`src/rtl/alu_arbiter_if.sv`:
```
`default_nettype none
// ============================================================================
// Module      : alu_arbiter_if
// Description : Bundle of requester, response and ALU-side signals around the
//               two-requester ALU arbiter. The slave modport is the arbiter;
//               the master modport is its environment (requesters and ALU).
// Revision    : 1.0 - initial release
// ============================================================================
interface alu_arbiter_if;
    // Requester 0
    logic       req0_valid;
    logic [7:0] req0_a;
    logic [7:0] req0_b;
    logic [2:0] req0_op;
    logic       req0_ready;
    // Requester 1
    logic       req1_valid;
    logic [7:0] req1_a;
    logic [7:0] req1_b;
    logic [2:0] req1_op;
    logic       req1_ready;
    // Responses
    logic [1:0] rsp_valid;
    logic [7:0] rsp_result;
    logic       rsp_zero;
    // Shared ALU
    logic [7:0] alu_input_a;
    logic [7:0] alu_input_b;
    logic [2:0] alu_opcode;
    logic [7:0] alu_out;
    logic       zero;
    // Status
    logic       busy;

    modport slave (
        input  req0_valid, req0_a, req0_b, req0_op,
        input  req1_valid, req1_a, req1_b, req1_op,
        input  alu_out, zero,
        output req0_ready, req1_ready,
        output rsp_valid, rsp_result, rsp_zero,
        output alu_input_a, alu_input_b, alu_opcode,
        output busy
    );

    modport master (
        output req0_valid, req0_a, req0_b, req0_op,
        output req1_valid, req1_a, req1_b, req1_op,
        output alu_out, zero,
        input  req0_ready, req1_ready,
        input  rsp_valid, rsp_result, rsp_zero,
        input  alu_input_a, alu_input_b, alu_opcode,
        input  busy
    );
endinterface
`default_nettype wire

```
`src/rtl/alu_arbiter.sv`:
```
`default_nettype none
// ============================================================================
// Module      : alu_arbiter
// Description : Two-requester arbiter and two-stage issue pipeline in front of
//               a shared combinational 8-bit ALU. Stage 1 registers the granted
//               operands/opcode onto the ALU inputs; stage 2 captures the ALU
//               result and strobes it back to the issuing requester.
// Revision    : 1.0 - initial release
// ============================================================================
module alu_arbiter #(
    parameter int PRIORITY_MODE = 0   // 0 = round-robin, 1 = requester 0 fixed priority
) (
    input  wire logic     clk,
    input  wire logic     rst_n,
    alu_arbiter_if.slave  bus
);

    localparam logic [1:0] c_RSP_NONE = 2'b00;
    localparam logic [1:0] c_RSP_REQ0 = 2'b01;
    localparam logic [1:0] c_RSP_REQ1 = 2'b10;

    // Grant signals
    logic       w_tie_pick1;
    logic       w_gnt0;
    logic       w_gnt1;
    logic       w_accept;

    // Stage 1 state
    logic       s1_valid_q,   s1_valid_d;
    logic       s1_id_q,      s1_id_d;
    logic       last_grant_q, last_grant_d;
    logic [7:0] alu_a_q,      alu_a_d;
    logic [7:0] alu_b_q,      alu_b_d;
    logic [2:0] alu_op_q,     alu_op_d;

    // Stage 2 state
    logic [1:0] rsp_valid_q,  rsp_valid_d;
    logic [7:0] rsp_result_q, rsp_result_d;
    logic       rsp_zero_q,   rsp_zero_d;

    // Tie-break choice: fixed mode always favours requester 0, round-robin
    // favours whichever requester did not win last.
    generate
        if (PRIORITY_MODE == 1) begin : g_fixed_prio
            assign w_tie_pick1 = 1'b0;
        end else begin : g_round_robin
            assign w_tie_pick1 = ~last_grant_q;
        end
    endgenerate

    // Combinational grant; readies are suppressed while reset is asserted.
    always_comb begin
        w_gnt0 = 1'b0;
        w_gnt1 = 1'b0;
        if (rst_n) begin
            if (bus.req0_valid && bus.req1_valid) begin
                w_gnt0 = ~w_tie_pick1;
                w_gnt1 =  w_tie_pick1;
            end else begin
                w_gnt0 = bus.req0_valid;
                w_gnt1 = bus.req1_valid;
            end
        end
    end

    assign w_accept = w_gnt0 | w_gnt1;

    // Next-state for both pipeline stages; holding registers default to hold.
    always_comb begin
        s1_valid_d   = w_accept;
        s1_id_d      = s1_id_q;
        last_grant_d = last_grant_q;
        alu_a_d      = alu_a_q;
        alu_b_d      = alu_b_q;
        alu_op_d     = alu_op_q;
        rsp_valid_d  = c_RSP_NONE;
        rsp_result_d = rsp_result_q;
        rsp_zero_d   = rsp_zero_q;

        if (w_accept) begin
            s1_id_d      = w_gnt1;
            last_grant_d = w_gnt1;
            alu_a_d      = w_gnt1 ? bus.req1_a  : bus.req0_a;
            alu_b_d      = w_gnt1 ? bus.req1_b  : bus.req0_b;
            alu_op_d     = w_gnt1 ? bus.req1_op : bus.req0_op;
        end

        if (s1_valid_q) begin
            rsp_valid_d  = s1_id_q ? c_RSP_REQ1 : c_RSP_REQ0;
            rsp_result_d = bus.alu_out;
            rsp_zero_d   = bus.zero;
        end
    end

    // Pipeline registers; last_grant resets to 1 so requester 0 wins the first tie.
    always_ff @(posedge clk or negedge rst_n) begin
        if (!rst_n) begin
            s1_valid_q   <= 1'b0;
            s1_id_q      <= 1'b0;
            last_grant_q <= 1'b1;
            alu_a_q      <= 8'h00;
            alu_b_q      <= 8'h00;
            alu_op_q     <= 3'b000;
            rsp_valid_q  <= c_RSP_NONE;
            rsp_result_q <= 8'h00;
            rsp_zero_q   <= 1'b0;
        end else begin
            s1_valid_q   <= s1_valid_d;
            s1_id_q      <= s1_id_d;
            last_grant_q <= last_grant_d;
            alu_a_q      <= alu_a_d;
            alu_b_q      <= alu_b_d;
            alu_op_q     <= alu_op_d;
            rsp_valid_q  <= rsp_valid_d;
            rsp_result_q <= rsp_result_d;
            rsp_zero_q   <= rsp_zero_d;
        end
    end

    assign bus.req0_ready  = w_gnt0;
    assign bus.req1_ready  = w_gnt1;
    assign bus.alu_input_a = alu_a_q;
    assign bus.alu_input_b = alu_b_q;
    assign bus.alu_opcode  = alu_op_q;
    assign bus.rsp_valid   = rsp_valid_q;
    assign bus.rsp_result  = rsp_result_q;
    assign bus.rsp_zero    = rsp_zero_q;
    assign bus.busy        = s1_valid_q | (|rsp_valid_q);

endmodule
`default_nettype wire

```
`src/flat_wrapper.sv`:
```
// flat-port wrapper written by rule: the top's interface ports become plain ports
module alu_arbiter_flat 
#(
    parameter int PRIORITY_MODE = 0                                                     
)
  (clk, rst_n, bus_req0_valid, bus_req0_a, bus_req0_b, bus_req0_op, bus_req1_valid, bus_req1_a, bus_req1_b, bus_req1_op, bus_alu_out, bus_zero, bus_req0_ready, bus_req1_ready, bus_rsp_valid, bus_rsp_result, bus_rsp_zero, bus_alu_input_a, bus_alu_input_b, bus_alu_opcode, bus_busy);
  alu_arbiter_if bus_i ();
  input  wire logic clk;
  input  wire logic rst_n;
  input wire logic [$bits(bus_i.req0_valid)-1:0] bus_req0_valid;
  input wire logic [$bits(bus_i.req0_a)-1:0] bus_req0_a;
  input wire logic [$bits(bus_i.req0_b)-1:0] bus_req0_b;
  input wire logic [$bits(bus_i.req0_op)-1:0] bus_req0_op;
  input wire logic [$bits(bus_i.req1_valid)-1:0] bus_req1_valid;
  input wire logic [$bits(bus_i.req1_a)-1:0] bus_req1_a;
  input wire logic [$bits(bus_i.req1_b)-1:0] bus_req1_b;
  input wire logic [$bits(bus_i.req1_op)-1:0] bus_req1_op;
  input wire logic [$bits(bus_i.alu_out)-1:0] bus_alu_out;
  input wire logic [$bits(bus_i.zero)-1:0] bus_zero;
  output wire logic [$bits(bus_i.req0_ready)-1:0] bus_req0_ready;
  output wire logic [$bits(bus_i.req1_ready)-1:0] bus_req1_ready;
  output wire logic [$bits(bus_i.rsp_valid)-1:0] bus_rsp_valid;
  output wire logic [$bits(bus_i.rsp_result)-1:0] bus_rsp_result;
  output wire logic [$bits(bus_i.rsp_zero)-1:0] bus_rsp_zero;
  output wire logic [$bits(bus_i.alu_input_a)-1:0] bus_alu_input_a;
  output wire logic [$bits(bus_i.alu_input_b)-1:0] bus_alu_input_b;
  output wire logic [$bits(bus_i.alu_opcode)-1:0] bus_alu_opcode;
  output wire logic [$bits(bus_i.busy)-1:0] bus_busy;
  assign bus_i.req0_valid = bus_req0_valid;
  assign bus_i.req0_a = bus_req0_a;
  assign bus_i.req0_b = bus_req0_b;
  assign bus_i.req0_op = bus_req0_op;
  assign bus_i.req1_valid = bus_req1_valid;
  assign bus_i.req1_a = bus_req1_a;
  assign bus_i.req1_b = bus_req1_b;
  assign bus_i.req1_op = bus_req1_op;
  assign bus_i.alu_out = bus_alu_out;
  assign bus_i.zero = bus_zero;
  assign bus_req0_ready = bus_i.req0_ready;
  assign bus_req1_ready = bus_i.req1_ready;
  assign bus_rsp_valid = bus_i.rsp_valid;
  assign bus_rsp_result = bus_i.rsp_result;
  assign bus_rsp_zero = bus_i.rsp_zero;
  assign bus_alu_input_a = bus_i.alu_input_a;
  assign bus_alu_input_b = bus_i.alu_input_b;
  assign bus_alu_opcode = bus_i.alu_opcode;
  assign bus_busy = bus_i.busy;
  alu_arbiter #(.PRIORITY_MODE(PRIORITY_MODE)) u_core (.clk(clk), .rst_n(rst_n), .bus(bus_i));
endmodule
```
`config.mk`:
```
export PLATFORM = sky130hd
export DESIGN_NAME = alu_arbiter_flat
export DESIGN_NICKNAME = d
export VERILOG_FILES = /design/src/rtl/alu_arbiter_if.sv /design/src/rtl/alu_arbiter.sv /design/src/flat_wrapper.sv
export SDC_FILE = /design/constraint.sdc
export NUM_CORES = 1
export LEC_CHECK = 0
export BUFFER_PORTS_ARGS = -buffer_cell sky130_fd_sc_hd__buf_2
export CORE_ASPECT_RATIO = 0.9
export CORE_UTILIZATION = 40
export DETAILED_ROUTE_END_ITERATION = 8
export PLACE_DENSITY = 0.75
export SYNTH_ARGS = -nofsm -noshare
export SYNTH_HDL_FRONTEND = slang
export SYNTH_SLANG_ARGS = --single-unit
export TNS_END_PERCENT = 30
```
`constraint.sdc`:
```
create_clock -name clk -period 1.3 [get_ports clk]
set_clock_uncertainty 0.2 [all_clocks]
set_input_delay 0.26 -clock clk [delete_from_list [all_inputs] [get_ports clk]]
set_output_delay 0.26 -clock clk [all_outputs]
set_load 0.005 [all_outputs]
```
==> flow_summary_export.csv, run 1 <==
group,metric,value,unit
outcome,status,"finished with violations",
outcome,violations,"design-rule violations, negative setup slack",
detailed_routing,vias_per_cell,5.47,
placed_design,dp_hpwl,3120,um
placed_design,io_buffers,83,
floorplanning,rows,21,
cts,cts.sinks,33,
detailed_routing,wire_per_inst,15.8,um
logic_synthesis,syn-cell-area,1550,um2
layout,drive_gt1_share,63.0,%
logic_synthesis,avgSynthCellArea,10.5,um2
sta,slew_headroom,64.4,%
cts,worstSkewPairLatency,0.29,ns
sta,period_share,123,%
worst_setup_path,path_class,"reg -> out",
power,p_leak,1.14,nW
sta,hold_ws,0.00662,ns
layout,areaGrowthSynthToFinish,65.0,%
flow_run,max_cap_viol_count,0,
floorplanning,dieArea,4140,um2
detailed_routing,firstDrtPassIters,6,
cts,cts_inserted_buffers,5,
worst_setup_path,critPathRequiredTime,0.84,ns
global_routing,grt_max_degree,35,
floorplanning,dieWidth,67.7,um
layout,antenna_cells,0,
logic_synthesis,yosys_register_bits,33,
power,peakVddDrop,0.000398,V
cts,cts_buffer_depth,2,
sta,max_freq,626,MHz
cts,h-tree-depth,2,
cts,clk_pin_slew,0.07,ns
sta,hold_violations,0,
layout,nets,307,
logic_synthesis,yosysTopAreaCell,"dfrtp_1",
global_routing,antenna_found_initial,0,
global_routing,grt.total_usage,23.7,%
placed_design,pre_cts_slack,-0.112,ns
placed_design,finalWeightedCongestion,0.745,
sta,setup_slack,-0.299,ns
floorplanning,design.core.area,3700,um2
power,power_density,1090,nW/um2
sta,worstMarginPinSlew,0.533,ns
sta,setup_viol,23,
sta,rsz0062_at_grt,"true",
placed_design,placed_cells,285,
layout,final_util,69.2,%
logic_synthesis,synth.distinct_cells,21,
sta,min_period,1.60,ns
global_routing,grt_overflow,0,
floorplanning,io_pins,84,
logic_synthesis,synth_area_leaders,"dfrtp_1 (52%), o2111ai_1 (11%), a31oi_1 (7.7%)",
cts,tritoncts,"built",
logic_synthesis,syn_nets,199,
layout,fillers,253,
detailed_routing,ant_nets,0,
sta,finalMaxSlewViolations,0,
detailed_routing,drcViolationCount,2,
global_routing,grt_pass1_vias,1466,
floorplanning,die_y,61.1,um
detailed_routing,drtIter0Drc,77,
logic_synthesis,yosysWarnings,0,
logic_synthesis,syn_inst,148,
detailed_routing,wirelength,4780,um
layout,instances_no_fill,303,
sta,tns,-3.27,ns
cts,cts-root-buf,"clkbuf_8",
global_routing,grt_pass1_wl,6930,um
worst_setup_path,path_max_fanout,2,
worst_setup_path,cp-start-kind,"flip-flop",
hold_path,min-delay-path-class,"in -> reg",
worst_setup_path,end_kind,"primary output",
logic_synthesis,ys_seq_area_share,53.3,%
logic_synthesis,yosysTopAreaCellShare,51.6,%
floorplanning,initial_core_util,41.9,%
worst_setup_path,cp.arrival,1.14,ns
detailed_routing,num_vias,1657,
## registers in the layout, indices dropped and copies added (netlist names)
register	cells
u_core.bus.rsp_result	8
u_core.bus.rsp_zero	1
u_core.s1_id_q	1
u_core.bus.alu_opcode	3
u_core.bus.alu_input_b	8
u_core.s1_valid_q	1
u_core.last_grant_q	1
u_core.bus.rsp_valid	2
u_core.bus.alu_input_a	8
## cell usage after synthesis
| library cell | count |
|---|---|
| inv_2 | 1 |
| dfrtp_1 | 32 |
| mux2_2 | 9 |
| and2_4 | 1 |
| o22ai_1 | 2 |
| a31oi_1 | 19 |
| nand2_1 | 2 |
| o21a_2 | 1 |
| or3_1 | 1 |
| dfstp_2 | 1 |
| buf_4 | 4 |
| buf_6 | 1 |
| o21ai_0 | 2 |
| and2_1 | 1 |
| nor2_1 | 20 |
| a21oi_1 | 1 |
| buf_2 | 11 |
| o2111ai_1 | 19 |
| nor2b_1 | 1 |
| o21ai_1 | 17 |
| inv_1 | 2 |
## critical path, cell delays in order, from the launching register on
cell and delay, ns:
dfstp_2 0.54, and2_4 0.15, nor2_2 0.04, buf_2 0.12
## what timing repair did
action,4_1_cts,5_1_grt
hold endpoints to repair,23,13
gates cloned,1,0
pin swaps,35,11
gates resized for setup,36,9
setup buffers,2,0
hold buffers,5,2
endpoints found under the setup margin,22,40
## logic make-up (layout without fill, tap and decap cells)
logic type | count (synthesis) | count (layout) | synth area share [%]
flip-flops | 33 | 33 | 53.3
AND/OR/NAND/NOR | 26 | 26 | 7.09
multiplexers | 9 | 9 | 6.53
AO/OA/AOI/OAI | 61 | 61 | 26.2
buffers and inverters | 19 | 128 | 6.93
## per-layer routing
layer	GRT usage, %	vias up	wire (um)
met5	0	-	0
met3	6.67	7	266
met1	28.2	807	1920
met4	10.0	0	65
met2	40.5	66	2530
li1	-	777	-
## power by group
part           leakage, nW  internal (mW)  switching, mW
Combinational        0.713          0.418          0.386
Clock               0.0450          0.371          0.375
Sequential           0.379           1.17         0.0694
## layout make-up
cell class	count	area [um2]	area share, %
clock inverters	2	10.0	0.391
well taps	46	57.6	2.25
multi-input cells	96	791	30.9
flip-flops and latches	33	827	32.3
repair buffers	117	793	31.0
inverters	3	11.3	0.439
clock buffers	6	72.6	2.83
## cell usage in the layout, fill, tap and decap left out, types with 3 or more instances in the layout
| master | Yosys | layout |
|---|---|---|
| buf_6 | 1 | 4 |
| buf_2 | 11 | 83 |
| dfrtp_1 | 32 | 32 |
| a31oi_1 | 19 | 19 |
| mux2_2 | 9 | 9 |
| nor2_1 | 20 | 19 |
| o21ai_2 | 0 | 8 |
| dlygate4sd3_1 | 0 | 6 |
| buf_12 | 0 | 4 |
| o21ai_1 | 17 | 11 |
| clkbuf_8 | 0 | 5 |
| buf_8 | 0 | 3 |
| buf_4 | 4 | 16 |
| o2111ai_2 | 0 | 18 |
## final timing paths
path                            slack, ns  depth (start not counted)           startpoint                        end
worst max register to register      -0.15                          5  u_core.last_grant_q  u_core.bus.alu_input_a[1]
worst min-delay path                0.007                          2       bus_alu_out[0]   u_core.bus.rsp_result[0]
max in group asynchronous            0.19                          5                rst_n  u_core.bus.alu_input_a[4]
min in group asynchronous            0.03                          3                rst_n        u_core.last_grant_q
worst max-delay path                -0.30                          3  u_core.last_grant_q             bus_req1_ready
worst min register to register       0.25                          1       u_core.s1_id_q    u_core.bus.rsp_valid[0]
## through the flow
step / cell area, um2 / power (mW)
2_1_floorplan: 1560 / 1.54
3_3_place_gp: 2170 / 1.88
3_5_place_dp: 2170 / 1.90
4_1_cts: 2510 / 2.76
5_1_grt: 2560 / 2.95
6_report: 2560 / 2.78
Note: power is estimated with default switching activity, not from simulation.
==> inputs of run 2 (changes only) <==
Settings changed: CELL_PAD_IN_SITES_DETAIL_PLACEMENT from default to 1, CELL_PAD_IN_SITES_GLOBAL_PLACEMENT from default to 2, CORE_UTILIZATION 40 to 23.
==> flow_summary_export.csv, run 2 (synthesis results as in run 1) <==
group,metric,value,unit
outcome,status,"finished with violations",
outcome,violations,"negative setup slack",
cts,cts.sinks,33,
floorplanning,dieWidth,88.6,um
sta,worstMarginPinSlew,0.447,ns
floorplanning,initial_core_util,23.7,%
placed_design,io_buffers,83,
global_routing,grt.total_usage,15.0,%
cts,cts_inserted_buffers,5,
worst_setup_path,cp.arrival,1.14,ns
sta,period_share,123,%
layout,areaGrowthSynthToFinish,63.6,%
sta,tns,-4.00,ns
worst_setup_path,critPathRequiredTime,0.84,ns
layout,drive_gt1_share,60.7,%
detailed_routing,drcViolationCount,0,
cts,tritoncts,"built",
detailed_routing,wire_per_inst,14.8,um
worst_setup_path,path_class,"reg -> out",
detailed_routing,ant_nets,0,
sta,min_period,1.60,ns
detailed_routing,firstDrtPassIters,5,
global_routing,grt_pass1_vias,1569,
worst_setup_path,cp-start-kind,"flip-flop",
layout,fillers,780,
floorplanning,io_pins,84,
cts,cts-root-buf,"clkbuf_8",
detailed_routing,wirelength,5070,um
layout,antenna_cells,0,
sta,hold_violations,0,
cts,cts_buffer_depth,2,
cts,worstSkewPairLatency,0.29,ns
floorplanning,dieArea,7080,um2
worst_setup_path,path_max_fanout,2,
layout,final_util,38.8,%
floorplanning,rows,28,
power,p_leak,1.12,nW
worst_setup_path,end_kind,"primary output",
sta,setup_viol,24,
placed_design,finalWeightedCongestion,0.777,
cts,clk_pin_slew,0.07,ns
detailed_routing,vias_per_cell,4.70,
floorplanning,die_y,80.0,um
global_routing,grt_max_degree,32,
layout,nets,302,
global_routing,antenna_found_initial,0,
sta,slew_headroom,70.1,%
global_routing,grt_overflow,0,
hold_path,min-delay-path-class,"in -> async",
global_routing,grt_pass1_wl,7960,um
sta,finalMaxSlewViolations,0,
sta,hold_ws,0.00766,ns
floorplanning,design.core.area,6550,um2
sta,rsz0062_at_grt,"true",
detailed_routing,num_vias,1608,
sta,setup_slack,-0.301,ns
layout,final_common_cell,"buf_2",
sta,max_freq,624,MHz
cts,h-tree-depth,2,
power,power_density,1130,nW/um2
detailed_routing,drtIter0Drc,46,
flow_run,max_cap_viol_count,0,
layout,mostFrequentLayoutCells,"buf_2 (83), dfrtp_1 (32), nor2_1 (19), a31oi_1 (19)",
power,peakVddDrop,0.000444,V
power,finalPower,2.86,mW
placed_design,dp_hpwl,3580,um
placed_design,pre_cts_slack,-0.111,ns
## run 2: changes by cell type in the layout (fill, tap and decap cells not counted), moves of 2 or more
cell and delta:
buf_4 -3, dlygate4sd3_1 -2, buf_8 -2, o2111ai_1 +6, o2111ai_2 -5, clkbuf_8 +2
## run 2: power breakdown
part | switching, mW | internal, mW | total, mW
Clock | 0.382 | 0.478 | 0.860
Combinational | 0.363 | 0.405 | 0.768
Sequential | 0.0704 | 1.17 | 1.24
Total | 0.815 | 2.05 | 2.86
## run 2: metal layers
layer  share of wire [%]  routed length, um  global-route usage, %
met1                  45               2290                   19.5
met2                  48               2440                   23.8
met3                 5.4                275                   4.24
met4                 1.3                 68                   4.84
met5                   0                  0                      0
## run 2: repair_timing
action | CTS | global route
resized for setup | 27 | 9
gates cloned | 1 | 0
buffers inserted | 3 | 0
pin swaps | 27 | 10
endpoints found under the hold margin | 29 | 0
setup endpoints to repair | 22 | 26
hold buffers | 4 | 0
## run 2: path summary, 6_finish.rpt
kind                                           from                         to  slack (ns)  cells past startpoint
worst max-delay path            u_core.last_grant_q             bus_req1_ready       -0.30                      3
worst min-delay path                          rst_n  u_core.bus.alu_input_b[3]       0.008                      4
worst max register to register  u_core.last_grant_q  u_core.bus.alu_input_a[6]       -0.20                      6
worst min register to register       u_core.s1_id_q    u_core.bus.rsp_valid[0]        0.27                      1
max in group asynchronous                     rst_n  u_core.bus.alu_input_b[7]        0.24                      3
min in group clk                     bus_alu_out[5]   u_core.bus.rsp_result[5]        0.01                      2
## run 2: stage by stage
step	cell area, um2	instances
2_1_floorplan	1560	148
3_3_place_gp	2190	326
3_5_place_dp	2190	326
4_1_cts	2500	342
5_1_grt	2540	342
6_report	2540	342
## run 2: final cells by class
type	count	area [um2]	share of cell area, %
well taps	90	113	4.43
inverters	3	11.3	0.443
clock inverters	1	5.00	0.197
multi-input cells	96	736	29.0
repair buffers	112	752	29.6
clock buffers	7	96.3	3.79
flip-flops and latches	33	827	32.6
## run 2: critical path, cell delays in order (launching register included)
cell	delay, ns
dfstp_2	0.54
and2_4	0.16
nor2_2	0.03
buf_2	0.12
==> inputs of run 3 (changes only) <==
Settings changed: HOLD_SLACK_MARGIN from default to 0.02.
==> flow_summary_export.csv, run 3 (synthesis results as in run 1) <==
group,metric,value,unit
outcome,status,"finished with violations",
outcome,violations,"negative setup slack",
power,power_density,1100,nW/um2
cts,cts-root-buf,"clkbuf_8",
worst_setup_path,path_max_fanout,2,
floorplanning,die_y,80.0,um
detailed_routing,drcViolationCount,0,
layout,antenna_cells,0,
sta,setup_slack,-0.303,ns
cts,h-tree-depth,2,
global_routing,grt_pass1_vias,1654,
worst_setup_path,cp.arrival,1.14,ns
power,finalPower,2.89,mW
layout,final_common_cell,"buf_2",
floorplanning,initial_core_util,23.7,%
sta,hold_violations,0,
detailed_routing,highest_layer,"met4",
detailed_routing,wl_met2,2580,um
layout,final_util,40.1,%
floorplanning,rows,28,
layout,instances_no_fill,351,
hold_path,min-delay-path-class,"in -> reg",
cts,tritoncts,"built",
layout,drive_gt1_share,58.6,%
detailed_routing,num_vias,1632,
sta,rsz0062_at_grt,"true",
global_routing,antenna_found_initial,0,
sta,tns,-4.01,ns
layout,mostFrequentLayoutCells,"buf_2 (83), dfrtp_1 (32), nor2_1 (19), a31oi_1 (19)",
detailed_routing,vias_per_cell,4.65,
cts,worstSkewPairLatency,0.29,ns
sta,period_share,123,%
worst_setup_path,cp_top_family,"flip-flops",
detailed_routing,met1_length,2350,um
global_routing,grt_overflow,0,
placed_design,dp_hpwl,3580,um
placed_design,io_buffers,83,
sta,min_period,1.60,ns
detailed_routing,ant_nets,0,
floorplanning,dieWidth,88.6,um
sta,slew_headroom,70.2,%
worst_setup_path,slowest_stage,"dfrtp_1",
detailed_routing,wire_per_inst,14.9,um
cts,cts.sinks,33,
layout,nets,311,
power,peakVddDrop,0.000444,V
global_routing,grt_max_degree,32,
detailed_routing,firstDrtPassIters,4,
layout,areaGrowthSynthToFinish,69.4,%
global_routing,grt.total_usage,15.5,%
cts,cts_buffer_depth,2,
worst_setup_path,crit_buf_inv,1,
worst_setup_path,critPathMaxStageDelay,0.37,ns
detailed_routing,drtIter0Drc,46,
worst_setup_path,cp-start-kind,"flip-flop",
sta,worstMarginPinSlew,0.446,ns
cts,cts_inserted_buffers,5,
worst_setup_path,r2r_slack,-0.21,ns
global_routing,grt_pass1_wl,8250,um
floorplanning,dieArea,7080,um2
worst_setup_path,end_kind,"primary output",
placed_design,finalWeightedCongestion,0.777,
cts,clk_pin_slew,0.07,ns
floorplanning,io_pins,84,
detailed_routing,wl_met3,238,um
sta,setup_viol,24,
worst_setup_path,worstPathCellList,"or3_1, buf_2",
worst_setup_path,path_class,"reg -> out",
placed_design,placed_cells,326,
flow_run,max_cap_viol_count,0,
sta,max_freq,624,MHz
power,p_leak,1.15,nW
worst_setup_path,critPathRequiredTime,0.84,ns
floorplanning,design.core.area,6550,um2
detailed_routing,wirelength,5240,um
sta,finalMaxSlewViolations,0,
run 3: final cells by class:
| type | count | area (um2) |
|---|---|---|
| clock buffers | 7 | 96.3 |
| clock inverters | 1 | 5.00 |
| fillers | 768 | 3920 |
| inverters | 3 | 11.3 |
| multi-input cells | 96 | 736 |
| flip-flops and latches | 33 | 827 |
| well taps | 90 | 113 |
| repair buffers | 121 | 842 |
run 3: final timing paths:
check,cells after the start,startpoint,endpoint
hold reg to reg,1,u_core.s1_id_q,u_core.bus.rsp_valid[0]
max in group asynchronous,5,rst_n,u_core.bus.alu_input_b[4]
setup reg to reg,6,u_core.last_grant_q,u_core.bus.alu_input_a[6]
hold / removal,3,bus_req0_b[6],u_core.bus.alu_input_b[6]
setup / recovery,2,u_core.bus.rsp_valid[1],bus_busy
min in group asynchronous,3,rst_n,u_core.last_grant_q
run 3: what timing repair did:
item | 4_1_cts | 5_1_grt
hold buffers | 13 | 0
hold endpoints to repair | 40 | 0
buffers inserted | 3 | 0
gates resized for setup | 27 | 9
pin swaps | 27 | 10
setup endpoints to repair | 22 | 27
gates cloned | 1 | 0
run 3: power by group:
| group | total, mW | switching (mW) | internal, mW |
|---|---|---|---|
| Sequential | 1.24 | 0.0715 | 1.17 |
| Combinational | 0.790 | 0.368 | 0.422 |
| Clock | 0.860 | 0.381 | 0.478 |
| Total | 2.89 | 0.821 | 2.07 |
run 3: layer usage:
metal	up-vias	track usage, %
met2	51	25.9
li1	795	-
met3	6	4.24
met1	780	19.3
met4	0	4.84
met5	-	0
run 3: through the flow:
stage          cell area [um2]  hold WS [ns]  setup WS (ns)
2_1_floorplan             1560        -0.236        -0.0122
3_3_place_gp              2190         0.104        -0.0766
3_5_place_dp              2190         0.107         -0.111
4_1_cts                   2590        0.0232         -0.311
5_1_grt                   2630        0.0240         -0.363
6_report                  2630        0.0174         -0.303
run 3: tightest hold or removal path: cells and delay by family:
| kind | cells | cell delay [ns] |
|---|---|---|
| AOI/OAI and AO/OA | 2 | 0.10 |
| buffers and inverters | 1 | 0.10 |
